===== src/rtl/barrel_shift_arbiter.sv =====
// Shares one registered barrel shifter between the alignment (right shift)
// and normalization (left shift) requesters of the FP add/sub datapath.
// Issues one operation at a time, waits out the shifter latency and returns
// the tagged result together with an alignment sticky bit.
module barrel_shift_arbiter #(
   parameter int unsigned SWR = 26,
   parameter int unsigned EWR = 5,
   parameter int unsigned LAT = 1
) (
   input  logic           clk,
   input  logic           rst,
   input  logic           align_req_i,
   input  logic [SWR-1:0] align_data_i,
   input  logic [EWR-1:0] align_amt_i,
   output logic           align_gnt_o,
   input  logic           norm_req_i,
   input  logic [SWR-1:0] norm_data_i,
   input  logic [EWR-1:0] norm_amt_i,
   output logic           norm_gnt_o,
   output logic           bs_load_o,
   output logic [EWR-1:0] bs_shift_value_o,
   output logic [SWR-1:0] bs_shift_data_o,
   output logic           bs_left_right_o,
   output logic           bs_bit_shift_o,
   input  logic [SWR-1:0] bs_data_i,
   output logic           res_valid_o,
   output logic           res_owner_o,
   output logic [SWR-1:0] res_data_o,
   output logic           res_sticky_o,
   output logic           busy_o
);

   localparam int unsigned CW = (LAT < 2) ? 1 : $clog2(LAT + 1);

   typedef enum logic [1:0] {IDLE, ISSUE, WAIT, DONE} state_t;

   state_t         state, state_nxt;
   logic [CW-1:0]  cnt;
   logic           last_owner;
   logic           owner;
   logic [SWR-1:0] op_data;
   logic [EWR-1:0] op_amt;
   logic           sel_norm;
   logic           take;
   logic           sticky;

   // Round-robin selection and capture decision; only IDLE/DONE may accept.
   always_comb begin
      sel_norm = norm_req_i & (~align_req_i | ~last_owner);
      take     = ((state == IDLE) || (state == DONE)) && (align_req_i || norm_req_i);
   end

   // Next-state logic for the issue/wait/done sequence.
   always_comb begin
      state_nxt = state;
      case (state)
         IDLE:    if (take) state_nxt = ISSUE;
         ISSUE:   state_nxt = WAIT;
         WAIT:    if (cnt == CW'(1)) state_nxt = DONE;
         DONE:    state_nxt = take ? ISSUE : IDLE;
         default: state_nxt = IDLE;
      endcase
   end

   // Sticky of an alignment: OR of every operand bit below the shift amount.
   // Amounts at or beyond SWR naturally cover the whole operand.
   always_comb begin
      sticky = 1'b0;
      if (!owner) begin
         for (int unsigned i = 0; i < SWR; i++) begin
            if (i < 32'(op_amt)) sticky = sticky | op_data[i];
         end
      end
   end

   // State register.
   always_ff @(posedge clk or posedge rst) begin
      if (rst) state <= IDLE;
      else     state <= state_nxt;
   end

   // Operand capture and round-robin history, updated when a request is taken.
   always_ff @(posedge clk or posedge rst) begin
      if (rst) begin
         owner      <= 1'b0;
         last_owner <= 1'b1;
         op_data    <= '0;
         op_amt     <= '0;
      end else if (take) begin
         owner      <= sel_norm;
         last_owner <= sel_norm;
         op_data    <= sel_norm ? norm_data_i : align_data_i;
         op_amt     <= sel_norm ? norm_amt_i  : align_amt_i;
      end
   end

   // Latency counter: loaded while issuing, counts down through WAIT.
   always_ff @(posedge clk or posedge rst) begin
      if (rst)                 cnt <= '0;
      else if (state == ISSUE) cnt <= CW'(LAT);
      else if (state == WAIT)  cnt <= cnt - CW'(1);
   end

   // Result capture on the last WAIT cycle; held until the next result.
   always_ff @(posedge clk or posedge rst) begin
      if (rst) begin
         res_data_o   <= '0;
         res_sticky_o <= 1'b0;
      end else if ((state == WAIT) && (cnt == CW'(1))) begin
         res_data_o   <= bs_data_i;
         res_sticky_o <= sticky;
      end
   end

   // Decoded outputs.
   always_comb begin
      align_gnt_o      = (state == ISSUE) & ~owner;
      norm_gnt_o       = (state == ISSUE) & owner;
      bs_load_o        = (state == ISSUE);
      bs_shift_value_o = op_amt;
      bs_shift_data_o  = op_data;
      bs_left_right_o  = owner;
      bs_bit_shift_o   = 1'b0;
      res_valid_o      = (state == DONE);
      res_owner_o      = (state == DONE) & owner;
      busy_o           = (state != IDLE);
   end

endmodule


===== config.mk =====
export PLATFORM = sky130hd
export DESIGN_NAME = barrel_shift_arbiter
export DESIGN_NICKNAME = d
export VERILOG_FILES = /design/src/rtl/barrel_shift_arbiter.sv
export SDC_FILE = /design/constraint.sdc
export NUM_CORES = 1
export LEC_CHECK = 0
export BUFFER_PORTS_ARGS = -buffer_cell sky130_fd_sc_hd__buf_2
export CORE_ASPECT_RATIO = 1.1
export CORE_MARGIN = 5
export CORE_UTILIZATION = 31
export CTS_CLUSTER_DIAMETER = 50
export DETAILED_ROUTE_END_ITERATION = 10
export PLACE_DENSITY = 0.65
export SETUP_SLACK_MARGIN = 0.4
export SLEW_MARGIN = 10
export SYNTH_ARGS = -nofsm -noshare
export SYNTH_HDL_FRONTEND = slang
export SYNTH_SLANG_ARGS = --single-unit

===== constraint.sdc =====
create_clock -name clk -period 1.7 [get_ports clk]
set_input_delay 0.085 -clock clk [delete_from_list [all_inputs] [get_ports clk]]
set_output_delay 0.085 -clock clk [all_outputs]
set_load 0.01 [all_outputs]

Word level (Yosys, flattened, before mapping)
Cells that the tools add are included.
{ "word_totals": {"register_bits": 63} }
{ "classes": {"addsub": 1, "order_cmp": 26, "n_eq_ne": 5, "muxes": 60, "n_bitwise": 33, "n_reduce_logical": 8} }
{ "op_table": {"columns": ["cell", "n"], "rows": [
  ["2-to-1 mux 1 bit", 55],
  ["< comparator 5 bit, first input constant", 10],
  ["< comparator 4 x 5 -> 1 bit, first input constant", 8],
  ["2-to-1 mux 26 bit", 1],
  ["bitwise OR 1 bit", 26],
  ["< comparator 3 x 5 -> 1 bit, first input constant", 4],
  ["< comparator 1 x 5 -> 1 bit, first input constant", 2],
  ["< comparator 2 x 5 -> 1 bit, first input constant", 2],
  ["one-hot mux 2 bit (4 select lines)", 1],
  ["2-to-1 mux 5 bit", 1],
  ["bitwise AND 1 bit", 4],
  ["equality test 2 bit, second input constant", 2],
  ["2-to-1 mux 2 bit", 2],
  ["inequality test 2 bit, second input constant", 2],
  ["nonzero test 2 bit", 2],
  ["inverter 1 bit", 3],
  ["equality test 2 x 1 -> 1 bit, second input constant", 1],
  ["logical AND 1 bit", 2],
  ["zero test 2 bit", 1],
  ["logical OR 1 bit", 2],
  ["AND reduction 2 bit", 1],
  ["subtractor 1 bit, second input constant", 1]
]} }

Depth between registers and ports, before layout
Gate-level depths: netlist of the first run.
{ "logic_depth": {"ltp_word": 78, "depth_mapped": 8, "depth_no_buf": 7} }

Least setup slack after synthesis of the first run
Ideal clock, no wire load.
{ "synth_timing": {"path_type": "flip-flop to flip-flop", "from": "reg state[0]", "to": "reg state[0]", "arrival_ns": 1.636, "required_time_ns": 1.569, "slack_ns": -0.067, "stages_incl_launch_ff": 9, "path_buffers": 1, "path_cell_list": "dfrtp_1 > inv_1 > ha_1 > inv_1 > o21ai_1 > clkbuf_1 > a21oi_1 > nor4b_1 > a21oi_1"} }
{ "synth_via": {"elab_chain_cells": 5} }
{ "synth_rtl": {"columns": ["item", "line_no", "rtl"], "rows": [
  ["start, declared", "37", "state_t state, state_nxt;"],
  ["start signal, assigned", "79", "else state <= state_nxt;"],
  ["equality test 2 bit / zero test 2 bit (equally long branches)", "50, 56", null],
  ["logical OR 1 bit", "50", "take = ((state == IDLE) || (state == DONE)) && (align_req_i || norm_req_i);"],
  ["logical AND 1 bit", "50", null],
  ["2-to-1 mux 1 bit / inequality test 2 bit (equally long branches)", null, null],
  ["one-hot mux 2 bit (4 select lines) / AND reduction 2 bit (equally long branches)", null, null]
]} }
Parallel ways exist; a longest one is shown, timed or not.
A chain may end at the register's enable or synchronous reset.

Final worst setup path of the first run
{ "layout_timing": {"from": "reg op_amt[1] (netlist: bs_shift_value_o[1])", "to": "reg res_sticky_o"} }
{ "layout_via": {"elab_chain_cells": 78} }
{ "layout_rtl": {"columns": ["item", "line_no", "rtl"], "rows": [
  ["start, declared", "42", "logic [EWR-1:0] op_amt;"],
  ["start signal, assigned", "93", "op_amt <= sel_norm ? norm_amt_i : align_amt_i;"],
  ["< comparator 1 x 5 -> 1 bit", "71", "if (i < 32'(op_amt)) sticky = sticky | op_data[i];"],
  ["2-to-1 mux 1 bit", "71", null],
  ["2-to-1 mux 1 bit", "69", "if (!owner) begin"],
  ["bitwise OR 1 bit", "71", null],
  ["2-to-1 mux 1 bit", "71", null],
  ["2-to-1 mux 1 bit", "69", null],
  ["bitwise OR 1 bit", "71", null],
  ["2-to-1 mux 1 bit", "71", null],
  ["[... 62 more ...]", null, null],
  ["2-to-1 mux 1 bit", "71", null],
  ["2-to-1 mux 1 bit", "69", null],
  ["bitwise OR 1 bit", "71", null],
  ["2-to-1 mux 1 bit", "71", null],
  ["2-to-1 mux 1 bit", "69", null],
  ["bitwise OR 1 bit", "71", null],
  ["2-to-1 mux 1 bit (*)", "71", null],
  ["2-to-1 mux 1 bit (*)", "69", null],
  ["end signal, assigned", "111", "res_sticky_o <= sticky;"],
  ["end, declared", "29", "output logic res_sticky_o,"]
]} }
Mark *: on every way between the ends. The rest lies on a longest branch, timed or not. The select of a mux whose other input is x is not followed.

==> metrics.txt, run 1 <==
worst-path fanout max 4; net count after synthesis between 300 and 400; f_max 646 MHz; Seq/Total Area, Yosys 51.3%; Hold Crit Class in -> reg; Pwr per Cell Area roughly 2200 nW/um2; PortBufs ~160; unrepaired setup endpoints after global routing true; gr usage total 17.4%; largest family of logic cells by synthesized area multiplexers; worst IR drop on VDD 1.13 mV; insertion delay to the later sink of the worst-skew pair 340 ps; Worst Path Required ~1900 ps; Synth Area in Adders between 2 and 2.5%; Setup Skew 7.17 ps; WS Path Type reg -> reg; layout cell share with drive strength beyond 1 61.3%; DP Wirelength between 6000 and 7000 um; DRT iter0 DRCs 78; Worst setup EP type register; CTS sink count 63; via count of the first global-routing pass around 3300; non-filler instance count after layout 639; mux contribution to synthesized area about a fifth; 1st-pass router iterations 4; first-pass GRT wire length roughly 17000 um; die height 114 um; DR WL/cell ~17 um; clock-pin slew on the worst setup and hold paths ~70 ps; Core Region 9790 um2; largest net degree at the start of global routing 64; dominant synthesized flop cell dfrtp_1; synth top area cells dfrtp_1 50%, mux2i_1 10%, mux2_2 9.5%; EDFF count, synth 0; gr ovfl total 0; MaxCap Viol Count 0; LEAKAGE between 0.002 and 0.003 uW; Synth top area share roughly half; Max H-tree Level 3; n_diodes 0; GP Congestion approximately 0.79; row count 38; clock root buffer master clkbuf_8; Die Width approximately 100 um; simple-gate area share of the yosys netlist between 7 and 8%; setup TNS 0 ps; Max Buffers Root-to-Sink 2; Setup crit start kind register; Synth area leader dfrtp_1; drt drc 0; CTS tree built; Synth Area in XOR/XNOR 0%; crit path time final around 1500 ps; die area roughly 12000 um2; Final Max Tran Viols 0; final hold violations 0; run status complete, no violations; Netlist cell types 40; Compound-Gate Fraction of Synth Area between 10% and 20%; WP data arrival between 1500 and 2000 ps; Post-DRT Antenna Nets 0; final wirelength ~11000 um; synthesis-stage register bit count 63; metal3 WL 832 um; Final setup viols 0; initial antenna violation count 0; Period Utilization, post-route about nine tenths; # placed instances roughly 560; top-count cell post-synth dfrtp_1; CTS buffer count 9; vias per inst a little under 5; routed wl met2 5390 um; area grow syn2layout 81.2%; Vias 3112; Post-synth top cells 62 x dfrtp_1, 39 x nand2_1, 39 x o21ai_0; DR top layer met4; Yosys warnings 0; I/O pin cnt 158; Synth Area per Inst between 10 and 15 um2; ys async rst share between 90% and 100%; Nets 611; met1 WL between 4000 and 5000 um; Netlist Area Pre-Place a little over 3000 um2; Synth Instances approximately 290; Starting Density between 30% and 40%
worst max-delay path, stage by stage, from the launching register on:
cell and delay, ps:
dfrtp_1 410, or3_4 420, a31oi_4 170, a21oi_1 90
a2111oi_2 220, a31oi_1 120
repair_timing:
action                                  CTS  global route
pin swaps                                12            20
cloned                                    8             3
hold endpoints to repair                 95             0
endpoints found under the setup margin   66            68
buffers inserted                         16             6
hold buffers                             35             0
gates resized for setup                  51            55
cell families (layout without fill, tap and decap cells):
| group | Yosys count | after routing |
|---|---|---|
| buffers and inverters | 27 | 259 |
| and+or+nand+nor | 56 | 56 |
| other | 1 | 1 |
| muxes | 57 | 57 |
| adders and majority gates | 5 | 5 |
| DFF | 63 | 63 |
| AOI/OAI and AO/OA | 77 | 78 |
registers in the layout, indices dropped and copies added (netlist names):
name              count
state                 2
bs_shift_value_o      5
res_sticky_o          1
bs_shift_data_o      26
cnt                   1
res_data_o           26
last_owner            1
bs_left_right_o       1
path summary, 6_finish.rpt:
check	from	end	slack (ps)	cells after the start
hold / removal	norm_data_i[21]	bs_shift_data_o[21]	20	3
setup reg to reg	bs_shift_value_o[1]	res_sticky_o	150	5
hold reg to reg	res_data_o[6]	res_data_o[6]	500	1
min in group asynchronous	rst	res_data_o[21]	390	4
max in group asynchronous	rst	last_owner	1000	4
setup / recovery	bs_shift_value_o[1]	res_sticky_o	150	5
where the power goes:
part	internal (uW)	leakage, uW	switching (uW)
clock network	972	0.000120	594
logic	4120	0.00182	3400
registers	2300	0.000751	766
layer usage:
layer  up-vias  GRT usage [%]
met5         -              0
met4         0           7.16
met3        16           5.41
met2       146           29.5
met1      1467           20.4
li1       1483              -
cell type report:
cell class	instances	area [um2]
Clock buffer	10	128
Timing Repair Buffer	235	1840
Multi-Input combinational cell	197	1730
Tap cell	120	150
Inverter	8	38.8
Clock inverter	6	109
Fill cell	825	4220
Sequential cell	63	1580
stage by stage:
stage / setup slack, ps / hold slack (ps) / instance area, um2 / util [%] / power (uW)
6_report: 151 / 16.6 / 5570 / 56.9 / 12200
5_1_grt: 81.1 / 15.2 / 5570 / 56.9 / 12900
4_1_cts: 166 / 0.151 / 5230 / 53.4 / 11000
3_5_place_dp: 125 / 210 / 4110 / 42.0 / 7420
3_3_place_gp: 140 / 200 / 4110 / 42.0 / 7310
2_1_floorplan: 156 / 155 / 3190 / - / 5920
cell usage in the layout (no fill, tap or decap), drive strengths merged, types with 3 or more instances in the layout:
cell type | netlist | final
nor2 | 9 | 9
mux2 | 26 | 26
nand2 | 39 | 39
o21a | 3 | 3
dfrtp | 62 | 62
dlygate4sd3 | 0 | 35
bufinv | 0 | 3
ha | 5 | 5
a21oi | 11 | 11
mux2i | 31 | 31
a31oi | 4 | 4
o21ai | 40 | 41
clkbuf | 11 | 13
clkinv | 0 | 3
buf | 8 | 197
inv | 8 | 7
Note: power is estimated with default switching activity, not from simulation.
==> run 2, diff against run 1 <==
==> constraint.sdc (replaced) <==
create_clock -name clk -period 1.7 [get_ports clk]
set_input_delay 0.17 -clock clk [delete_from_list [all_inputs] [get_ports clk]]
set_output_delay 0.17 -clock clk [all_outputs]
set_load 0.01 [all_outputs]
==> metrics.txt, run 2 (synthesized netlist as in run 1, its figures left out) <==
run status complete, no violations; cell family with most CP delay compound AO/OA/AOI/OAI gates; Max Buffers Root-to-Sink 2 (unchanged); row count 38 (unchanged); DP Wirelength 6380 um (-3.4%); clock root buffer master clkbuf_8; die area 12000 um2 (unchanged); CTS sink count 63 (unchanged); cells along the critical path buf_4 > o31ai_1 > a211oi_1 > a21oi_1 > o2111a_1 > a31oi_1; Pwr Total 11400 uW (-6.0%); PortBufs 156 (unchanged); setup TNS 0 ps (unchanged); die height 114 um (unchanged); final wirelength 9950 um (-6.2%); drt drc 0 (unchanged); switching share of power 40.5% (+1.4 points); Gate power share 59.8% (-2.1 points); worst IR drop on VDD 0.787 mV (-30%); Pwr per Cell Area 2260 nW/um2 (+3.7%); initial antenna violation count 0 (unchanged); DR WL/cell 16.6 um (+0.21%); Max H-tree Level 3 (unchanged); clock power share 12.9% (about the same); final hold violations 0 (unchanged); first-pass GRT wire length 15500 um (-6.3%); FILL cells 880 (+6.7%); LEAKAGE 0.00247 uW (-8.3%); Final setup viols 0 (unchanged); Post-DRT Antenna Nets 0 (unchanged); 1st-pass router iterations 4 (unchanged); CTS tree built; Switch Pwr 4630 uW (-2.7%); Die Width 105 um (unchanged); f_max 631 MHz (-2.2%); area grow syn2layout 64.3%; I/O pin cnt 158 (unchanged); GP Congestion 0.783 (-1.3%); Setup Skew 13.7 ps (+6.53 ps); CP max-delay cell dfrtp_2; MaxCap Viol Count 0 (unchanged); Final Max Tran Viols 0 (unchanged); largest net degree at the start of global routing 64 (unchanged); DRT iter0 DRCs 120 (+54%); worst-path fanout max 5 (+1); WP data arrival 1810 ps (+40 ps); Vias 2913 (-6.4%); CP peak stage delay 440 ps (+20 ps); gr ovfl total 0 (unchanged); via count of the first global-routing pass 3009 (-8.3%); commonest non-fill, non-tap cell in the layout buf_2; CTS buffer count 9 (unchanged); area occupied by registers 1580 um2 (+0.32%); Cell Int Power 6790 uW (-8.1%); WS Path Type reg -> reg; sequential share of power 27.3% (+2.1 points); insertion delay to the later sink of the worst-skew pair 350 ps (about the same); Setup crit start kind register; most frequent cells in the layout 152 x buf_2, 57 x dfrtp_1, 30 x mux2i_1; Starting Density 31.4% (unchanged); Core Region 9790 um2 (unchanged); crit path time final 1580 ps (+34.9 ps); n_diodes 0 (unchanged); area of the multi-input gates 1720 um2 (-0.22%); Worst setup EP type register; unrepaired setup endpoints after global routing true; gr usage total 16.2% (-1.2 points); CP Buf/Inv Count 1 (+1); Nets 570 (-6.7%); vias per inst 4.87 (about the same); layout cell share with drive strength beyond 1 65.1% (+3.8 points); clock-pin slew on the worst setup and hold paths 80 ps (about the same); Worst Path Required 1920 ps (about the same); Hold Crit Class in -> reg; Period Utilization, post-route 93.2% (+2.1 points)
run 2: cell types whose count changed in the layout (fill, tap and decap cells not counted), sizes merged:
cell	previous run	this run
dlygate4sd3	35	1
buf	197	192
clkbuf	13	15
bufinv	3	2
clkinv	3	2
inv	7	6
o21ai	41	40
run 2: power by group through the flow:
stage               combinational (uW)  clock (uW)  sequential (uW)
floorplan                         2770           0             3160
global placement                  4210           0             3000
detailed placement                4320           0             3020
CTS                               5670        1520             3010
global route                      7400        1580             3240
finish                            6830        1480             3120
run 2: layout make-up:
class	instances	share of cell area (%)
Sequential cell	63	31.4
Tap cell	120	2.97
Multi-Input combinational cell	196	34.1
Inverter	8	0.867
Clock inverter	3	1.29
Timing Repair Buffer	195	26.2
Clock buffer	13	3.15
run 2: worst paths after layout:
check / slack [ps] / endpoint / start / cells past startpoint
setup / recovery: 120 / res_sticky_o / bs_shift_value_o[1] / 6
hold / removal: 60 / res_data_o[7] / bs_data_i[7] / 2
setup reg to reg: 120 / res_sticky_o / bs_shift_value_o[1] / 6
hold reg to reg: 500 / res_data_o[13] / res_data_o[13] / 1
max in group asynchronous: 910 / last_owner / rst / 4
min in group asynchronous: 460 / res_data_o[7] / rst / 4
run 2: repair_timing:
action / in CTS / in global routing
resized for setup: 28 / 76
hold buffers: 1 / 0
setup endpoints to repair: 69 / 69
cloned: 5 / 2
endpoints found under the hold margin: 62 / 0
buffers inserted: 13 / 9
pin swaps: 8 / 35
run 2: layer usage:
metal  routed length (um)  track usage [%]  vias to the layer above
met5                    0                0                        -
met4                   94             5.54                        0
met3                  729             4.74                       10
met2                 4890             26.3                      125
met1                 4240             20.7                     1377
li1                     -                -                     1401
run 2: through the flow:
stage | util [%] | instances | cell area, um2 | worst slack [ps] | hold slack (ps)
final | 51.6 | 598 | 5050 | 116 | 59.6
after global routing | 51.6 | 598 | 5050 | 2.07 | 48.3
after CTS | 47.5 | 587 | 4660 | 152 | 42.9
after detailed placement | 41.6 | 552 | 4080 | 86.2 | 288
after global placement | 41.6 | 552 | 4080 | 146 | 285
after floorplan | - | 286 | 3190 | 156 | 240
